$ cat config.mk
export PLATFORM = sky130hd
export DESIGN_NAME = operand_input_ctrl
export DESIGN_NICKNAME = d
export VERILOG_FILES = /design/src/rtl/operand_input_ctrl.sv
export SDC_FILE = /design/constraint.sdc
export NUM_CORES = 1
export LEC_CHECK = 0
export ABC_AREA = 1
export CORE_UTILIZATION = 65
export CTS_CLUSTER_SIZE = 20
export DETAILED_ROUTE_END_ITERATION = 6
export PLACE_DENSITY = 0.92
export SLEW_MARGIN = 30
export SYNTH_ARGS = -nofsm -noshare
export SYNTH_HDL_FRONTEND = slang
export SYNTH_SLANG_ARGS = --single-unit
$ cat constraint.sdc
create_clock -name clk -period 5.5 [get_ports clk]
set_input_delay 1.1 -clock clk [delete_from_list [all_inputs] [get_ports clk]]
set_output_delay 1.1 -clock clk [all_outputs]
set_load 0.02 [all_outputs]
$ cat src/rtl/operand_input_ctrl.sv
// Input conditioning for the calculate unit: synchronises and debounces the switches and load button,
// then latches {op,num1} on a confirmed press. Optional LIVE_UPDATE_EN makes num1/op follow the switches.
module operand_input_ctrl #(
  parameter int unsigned DB_CYCLES   = 1_000_000,
  parameter int unsigned SYNC_STAGES = 2
) (
  input  logic       clk,
  input  logic       rst,
  input  logic [7:0] sw_num,
  input  logic [2:0] sw_op,
  input  logic       btn_load,
  output logic [7:0] num1,
  output logic [2:0] op,
  output logic       load_pulse,
  output logic       busy
);

  localparam int unsigned RAW_W = 12;
  localparam int unsigned SW_W  = 11;
  localparam int unsigned CNT_W = $clog2(DB_CYCLES + 1);
  localparam logic [CNT_W-1:0] DB_MAX  = CNT_W'(DB_CYCLES);
  localparam logic [CNT_W-1:0] CNT_ONE = CNT_W'(1);

  typedef enum logic [1:0] {
    IDLE       = 2'd0,
    PRESS_WAIT = 2'd1,
    HELD       = 2'd2,
    REL_WAIT   = 2'd3
  } btn_state_e;

  logic [RAW_W-1:0] sync_q [SYNC_STAGES];
  logic [SW_W-1:0]  sw_sync;
  logic             btn_sync;

  logic [SW_W-1:0]  sw_stable_q, sw_stable_d;
  logic [SW_W-1:0]  sw_last_q;
  logic [CNT_W-1:0] sw_cnt_q, sw_cnt_d, sw_next_cnt;

  btn_state_e       state_q, state_d;
  logic [CNT_W-1:0] btn_cnt_q, btn_cnt_d, btn_inc;
  logic             load_c;

  logic [7:0]       num1_q, num1_d;
  logic [2:0]       op_q, op_d;
  logic             load_pulse_q, load_pulse_d;
  logic             busy_q, busy_d;

  // Synchroniser chain for {sw_op, sw_num, btn_load}
  always_ff @(posedge clk or negedge rst) begin
    if (!rst) begin
      for (int unsigned i = 0; i < SYNC_STAGES; i++) sync_q[i] <= '0;
    end else begin
      sync_q[0] <= {sw_op, sw_num, btn_load};
      for (int unsigned i = 1; i < SYNC_STAGES; i++) sync_q[i] <= sync_q[i-1];
    end
  end

  assign sw_sync  = sync_q[SYNC_STAGES-1][RAW_W-1:1];
  assign btn_sync = sync_q[SYNC_STAGES-1][0];

  // Switch debounce; the count includes the current cycle so DB_CYCLES synced samples qualify a level
  always_comb begin
    sw_stable_d = sw_stable_q;
    sw_cnt_d    = sw_cnt_q;
    sw_next_cnt = '0;
    if (sw_sync == sw_stable_q) begin
      sw_cnt_d = '0;
    end else begin
      if (sw_sync != sw_last_q)     sw_next_cnt = CNT_ONE;
      else if (sw_cnt_q != DB_MAX)  sw_next_cnt = sw_cnt_q + CNT_ONE;
      else                          sw_next_cnt = sw_cnt_q;
      if (sw_next_cnt >= DB_MAX) begin
        sw_stable_d = sw_sync;
        sw_cnt_d    = '0;
      end else begin
        sw_cnt_d = sw_next_cnt;
      end
    end
  end

  always_ff @(posedge clk or negedge rst) begin
    if (!rst) begin
      sw_stable_q <= '0;
      sw_last_q   <= '0;
      sw_cnt_q    <= '0;
    end else begin
      sw_stable_q <= sw_stable_d;
      sw_last_q   <= sw_sync;
      sw_cnt_q    <= sw_cnt_d;
    end
  end

  // Button debounce FSM state register
  always_ff @(posedge clk or negedge rst) begin
    if (!rst) begin
      state_q   <= IDLE;
      btn_cnt_q <= '0;
    end else begin
      state_q   <= state_d;
      btn_cnt_q <= btn_cnt_d;
    end
  end

  assign btn_inc = (btn_cnt_q == DB_MAX) ? btn_cnt_q : btn_cnt_q + CNT_ONE;

  // Next-state logic; with DB_CYCLES==1 the first synced sample already qualifies
  always_comb begin
    state_d   = state_q;
    btn_cnt_d = btn_cnt_q;
    load_c    = 1'b0;
    case (state_q)
      IDLE: begin
        if (btn_sync) begin
          if (DB_MAX <= CNT_ONE) begin
            state_d   = HELD;
            btn_cnt_d = '0;
            load_c    = 1'b1;
          end else begin
            state_d   = PRESS_WAIT;
            btn_cnt_d = CNT_ONE;
          end
        end
      end
      PRESS_WAIT: begin
        if (!btn_sync) begin
          state_d   = IDLE;
          btn_cnt_d = '0;
        end else if (btn_inc >= DB_MAX) begin
          state_d   = HELD;
          btn_cnt_d = '0;
          load_c    = 1'b1;
        end else begin
          btn_cnt_d = btn_inc;
        end
      end
      HELD: begin
        if (!btn_sync) begin
          if (DB_MAX <= CNT_ONE) begin
            state_d   = IDLE;
            btn_cnt_d = '0;
          end else begin
            state_d   = REL_WAIT;
            btn_cnt_d = CNT_ONE;
          end
        end
      end
      REL_WAIT: begin
        if (btn_sync) begin
          state_d   = HELD;
          btn_cnt_d = '0;
        end else if (btn_inc >= DB_MAX) begin
          state_d   = IDLE;
          btn_cnt_d = '0;
        end else begin
          btn_cnt_d = btn_inc;
        end
      end
      default: begin
        state_d   = IDLE;
        btn_cnt_d = '0;
      end
    endcase
  end

  // Output latch: a press captures sw_stable as it was before this edge
  always_comb begin
    num1_d       = num1_q;
    op_d         = op_q;
    load_pulse_d = 1'b0;
`ifdef LIVE_UPDATE_EN
    {op_d, num1_d} = sw_stable_d;
    load_pulse_d   = load_c || (sw_stable_d != sw_stable_q);
`else
    if (load_c) {op_d, num1_d} = sw_stable_q;
    load_pulse_d = load_c;
`endif
    busy_d = (state_d != IDLE);
  end

  always_ff @(posedge clk or negedge rst) begin
    if (!rst) begin
      num1_q       <= '0;
      op_q         <= '0;
      load_pulse_q <= 1'b0;
      busy_q       <= 1'b0;
    end else begin
      num1_q       <= num1_d;
      op_q         <= op_d;
      load_pulse_q <= load_pulse_d;
      busy_q       <= busy_d;
    end
  end

  assign num1       = num1_q;
  assign op         = op_q;
  assign load_pulse = load_pulse_q;
  assign busy       = busy_q;

endmodule

==> run_results.csv <==
group,metric,value,unit
global_routing,grt_pass1_vias,4686,
cells_and_area,antennaDiodeCount,0,
worst_setup_path,crit_family,"simple AND/OR/NAND/NOR gates",
yosys,postSynthNetCount,689,
die,core-area,0.00781,mm2
worst_setup_path,critPathKind,"reg -> reg",
clocking,cts_buffers,9,
yosys,syn_avg_cell_area,7.91,um2
power,p_switching,0.000355,W
worst_setup_path,cp.required,5.74,ns
yosys,yosysTopAreaCellShare,0.476,
worst_setup_path,path_common_cell,"nand4_1",
worst_setup_path,cpMaxStageDelayCell,"nand3_1",
cells_and_area,seq_area,0.00253,mm2
routing,drt-wirelength-per-cell,16.5,um
clocking,clk_latency,0.38,ns
cells_and_area,fin_util,0.747,
timing,hold_viol_final,0,
die,die_w,92.3,um
clocking,clock_path_buffers,2,
yosys,syn_inst,671,
clocking,cts_setup_buffers,0,
worst_setup_path,critPathMaxStageDelay,0.70,ns
worst_setup_path,cp_max_fo,15,
hold_path,min_to,"sw_sync[4]",
die,die_h,92.3,um
hold_path,hold_class,"reg -> reg",
worst_setup_path,startpoint_type,"register",
placed_design,dp_worst_setup_slack,2.89,ns
clocking,cts-root-buf,"clkbuf_8",
routing,firstDrtPassIters,6,
yosys,ys_seq_elements,101,
hold_path,min_from,"sync_q[17]",
clocking,htree_levels,3,
cells_and_area,multi_input_area,0.00236,mm2
clocking,clkSlewWorstSetupHoldPaths,0.11,ns
worst_setup_path,crit-reg2reg-launch,"sw_sync[2]",
power,powerDensity,233,mW/mm2
global_routing,grt_max_degree,67,
worst_setup_path,worstPathCellList,"inv_1 -> or2_2 -> nand4_1 -> nor4_1 -> nand4_1 -> nand3_1 -> nor2_1",
worst_setup_path,regToRegEndpoint,"sw_cnt_q[12]",
placed_design,place_hpwl,9.26,mm
yosys,synth.distinct_cells,39,
yosys,synth-simple-area-share,0.345,
timing,tightestPinTransition,0.795,ns
cells_and_area,syn_to_final_growth,10.0,%
routing,vias,4742,
worst_setup_path,ff2ff_path_depth,7,
power,p_sw_frac,0.261,
yosys,yosys_warnings,0,
yosys,synth.largest_area_cell,"dfrtp_1",
routing,drtIter0Drc,466,
timing,skew,0.0126,ns
job,max_cap_violations,0,
global_routing,antenna_found_initial,0,
yosys,synth-main-ff-cell,"dfrtp_1",
yosys,seq_area_frac_synth,0.476,
timing,setup_viol,0,
routing,routed_wl,13.3,mm
worst_setup_path,path_buf_inv,1,
worst_setup_path,crit_cells,7,
yosys,synth_mux_area_frac,0.00212,
global_routing,grt.overflow.total,0,
placed_design,dp.cells,788,
yosys,syn-cell-area,0.00531,mm2
placed_design,io_buffer_count,26,
clocking,cts_tree,"yes",
hold_path,hold_depth,0,
yosys,synth_xor_area_frac,0.0542,
timing,tns,0,ns
cells_and_area,drive_gt1_frac,0.0855,
power,p_int,0.00100,W
placed_design,routabilityCongestion,0.994,
clocking,cts_resized,0,
yosys,synth-compound-area-share,0.0333,
worst_setup_path,r2r_slack,2.71,ns
worst_setup_path,crit_arrival,3.03,ns
yosys,synth-edff-count,0,
clocking,clock-sinks,101,
global_routing,grt_use_total,0.335,
timing,relSlewSlack,0.470,
clocking,hold_buffers,0,
cells_and_area,final-instance-count-excl-fill,804,
timing,setup_ws,2.71,ns
cells_and_area,fill_cells,557,
die,ios,27,
die,initial_utilization,0.679,
timing,finalMaxSlewViolations,0,
power,finalPower,0.00136,W
routing,drc,0,
cells_and_area,final_nets,715,
routing,viasPerCell,5.90,
timing,min_period,2.79,ns
timing,final.period_utilization,0.507,
routing,ant_nets,0,
power,p_clk_frac,0.385,
yosys,yosys-top-cells-area,"dfrtp_1 48%, nand2_1 14%, inv_1 5.7%, nand3_1 4.9%, nor2_1 4.7%",
worst_setup_path,end_kind,"register",
yosys,synth-async-reset-ratio,1.00,
timing,max_freq,359,MHz
run_status,status,"complete, no violations",
yosys,synth_top_family_by_area,"simple AND/OR/NAND/NOR gates",
power,p_leak,2.73,nW
power,share_seq_of_total_power,0.568,
power,ir_drop,0.000205,V
global_routing,grt_pass1_wl,21.7,mm
timing,rsz0062_at_grt,"no",
power,power_frac_comb,0.046,
die,fp-row-count,32,
yosys,yosys.area_share.adder,0.00943,
die,die_area,0.00853,mm2
-- through the flow --
| step | cell area [um2] | hold slack [ns] |
|---|---|---|
| after global placement | 5610 | 0.332 |
| after floorplan | 5310 | 0.331 |
| final | 5840 | 0.359 |
| after detailed placement | 5610 | 0.336 |
| after global routing | 5840 | 0.369 |
| after CTS | 5830 | 0.363 |
-- worst max-delay path by stage --
| stage | startpoint | endpoint | slack [ns] |
|---|---|---|---|
| finish | sw_sync[2] | sw_cnt_q[12] | 2.71 |
| global route | sw_cnt_q[1] | sw_cnt_q[12] | 2.53 |
| CTS | sw_sync[2] | sw_cnt_q[12] | 2.77 |
| detailed placement | sw_sync[2] | sw_cnt_q[12] | 2.89 |
| global placement | sw_cnt_q[7] | sw_stable_q[8] | 3.04 |
| floorplan | sw_cnt_q[0] | sw_stable_q[1] | 3.43 |
-- flip-flops by register name, indices dropped and copies added (netlist names), 2 cells and up --
name,count
sw_sync,11
op,3
btn_cnt_q,20
sync_q,12
sw_stable_q,11
state_q,2
sw_cnt_q,20
num1,8
sw_last_q,11
-- cells in the final DEF (no fill, tap or decap), types with 7 or more instances in the layout --
master / netlist / layout
clkbuf_8: 0 / 9
clkdlybuf4s50_1: 0 / 25
dfrtp_1: 101 / 101
inv_1: 80 / 80
inv_2: 7 / 7
nand2_1: 195 / 195
nand2_2: 7 / 7
nand3_1: 52 / 52
nand4_1: 32 / 32
nor2_1: 67 / 66
nor2_2: 7 / 8
nor3_1: 12 / 12
o21ai_0: 19 / 19
o21ai_1: 7 / 7
xor2_1: 26 / 26
-- routing by layer --
layer,track usage,share of wire,wire length (um),vias to the layer above
met1,0.432,0.41,5390,2247
li1,-,-,-,2179
met3,0.0813,0.076,1020,47
met2,0.544,0.49,6460,269
met5,0,0,0,-
met4,0.137,0.033,433,0
-- area by class of cell --
cell class	count	share of cell area
inverter	88	0.0568
clock buffer	9	0.0212
multi-input combinational	470	0.404
sequential	101	0.433
timing repair buffer	27	0.0455
tap	102	0.0219
clock inverter	7	0.0172
-- cells by family after synthesis --
logic type | count (synthesis)
AOI/OAI and AO/OA | 33
buffers and inverters | 100
DFF | 101
and+or+nand+nor | 400
xor gates and xnor gates | 32
muxes | 1
adders and majority gates | 4
-- Yosys cell counts, types with 7 or more instances --
cell,n
dfrtp_1,101
nor2_2,7
xor2_1,26
o21ai_1,7
nand3_1,52
o21ai_0,19
nor3_1,12
inv_1,80
nand2_1,195
nand4_1,32
nand2_2,7
inv_2,7
nor2_1,67
-- power by group through the flow --
stage                     clock network, W  registers [W]  logic [W]
after floorplan                          0       0.000782  0.0000295
after global placement                   0       0.000785  0.0000582
after detailed placement                 0       0.000786  0.0000617
after CTS                         0.000525       0.000772  0.0000633
after global routing              0.000552       0.000774  0.0000709
final                             0.000524       0.000773  0.0000627
No activity file was read; power rests on OpenSTA's default activity.
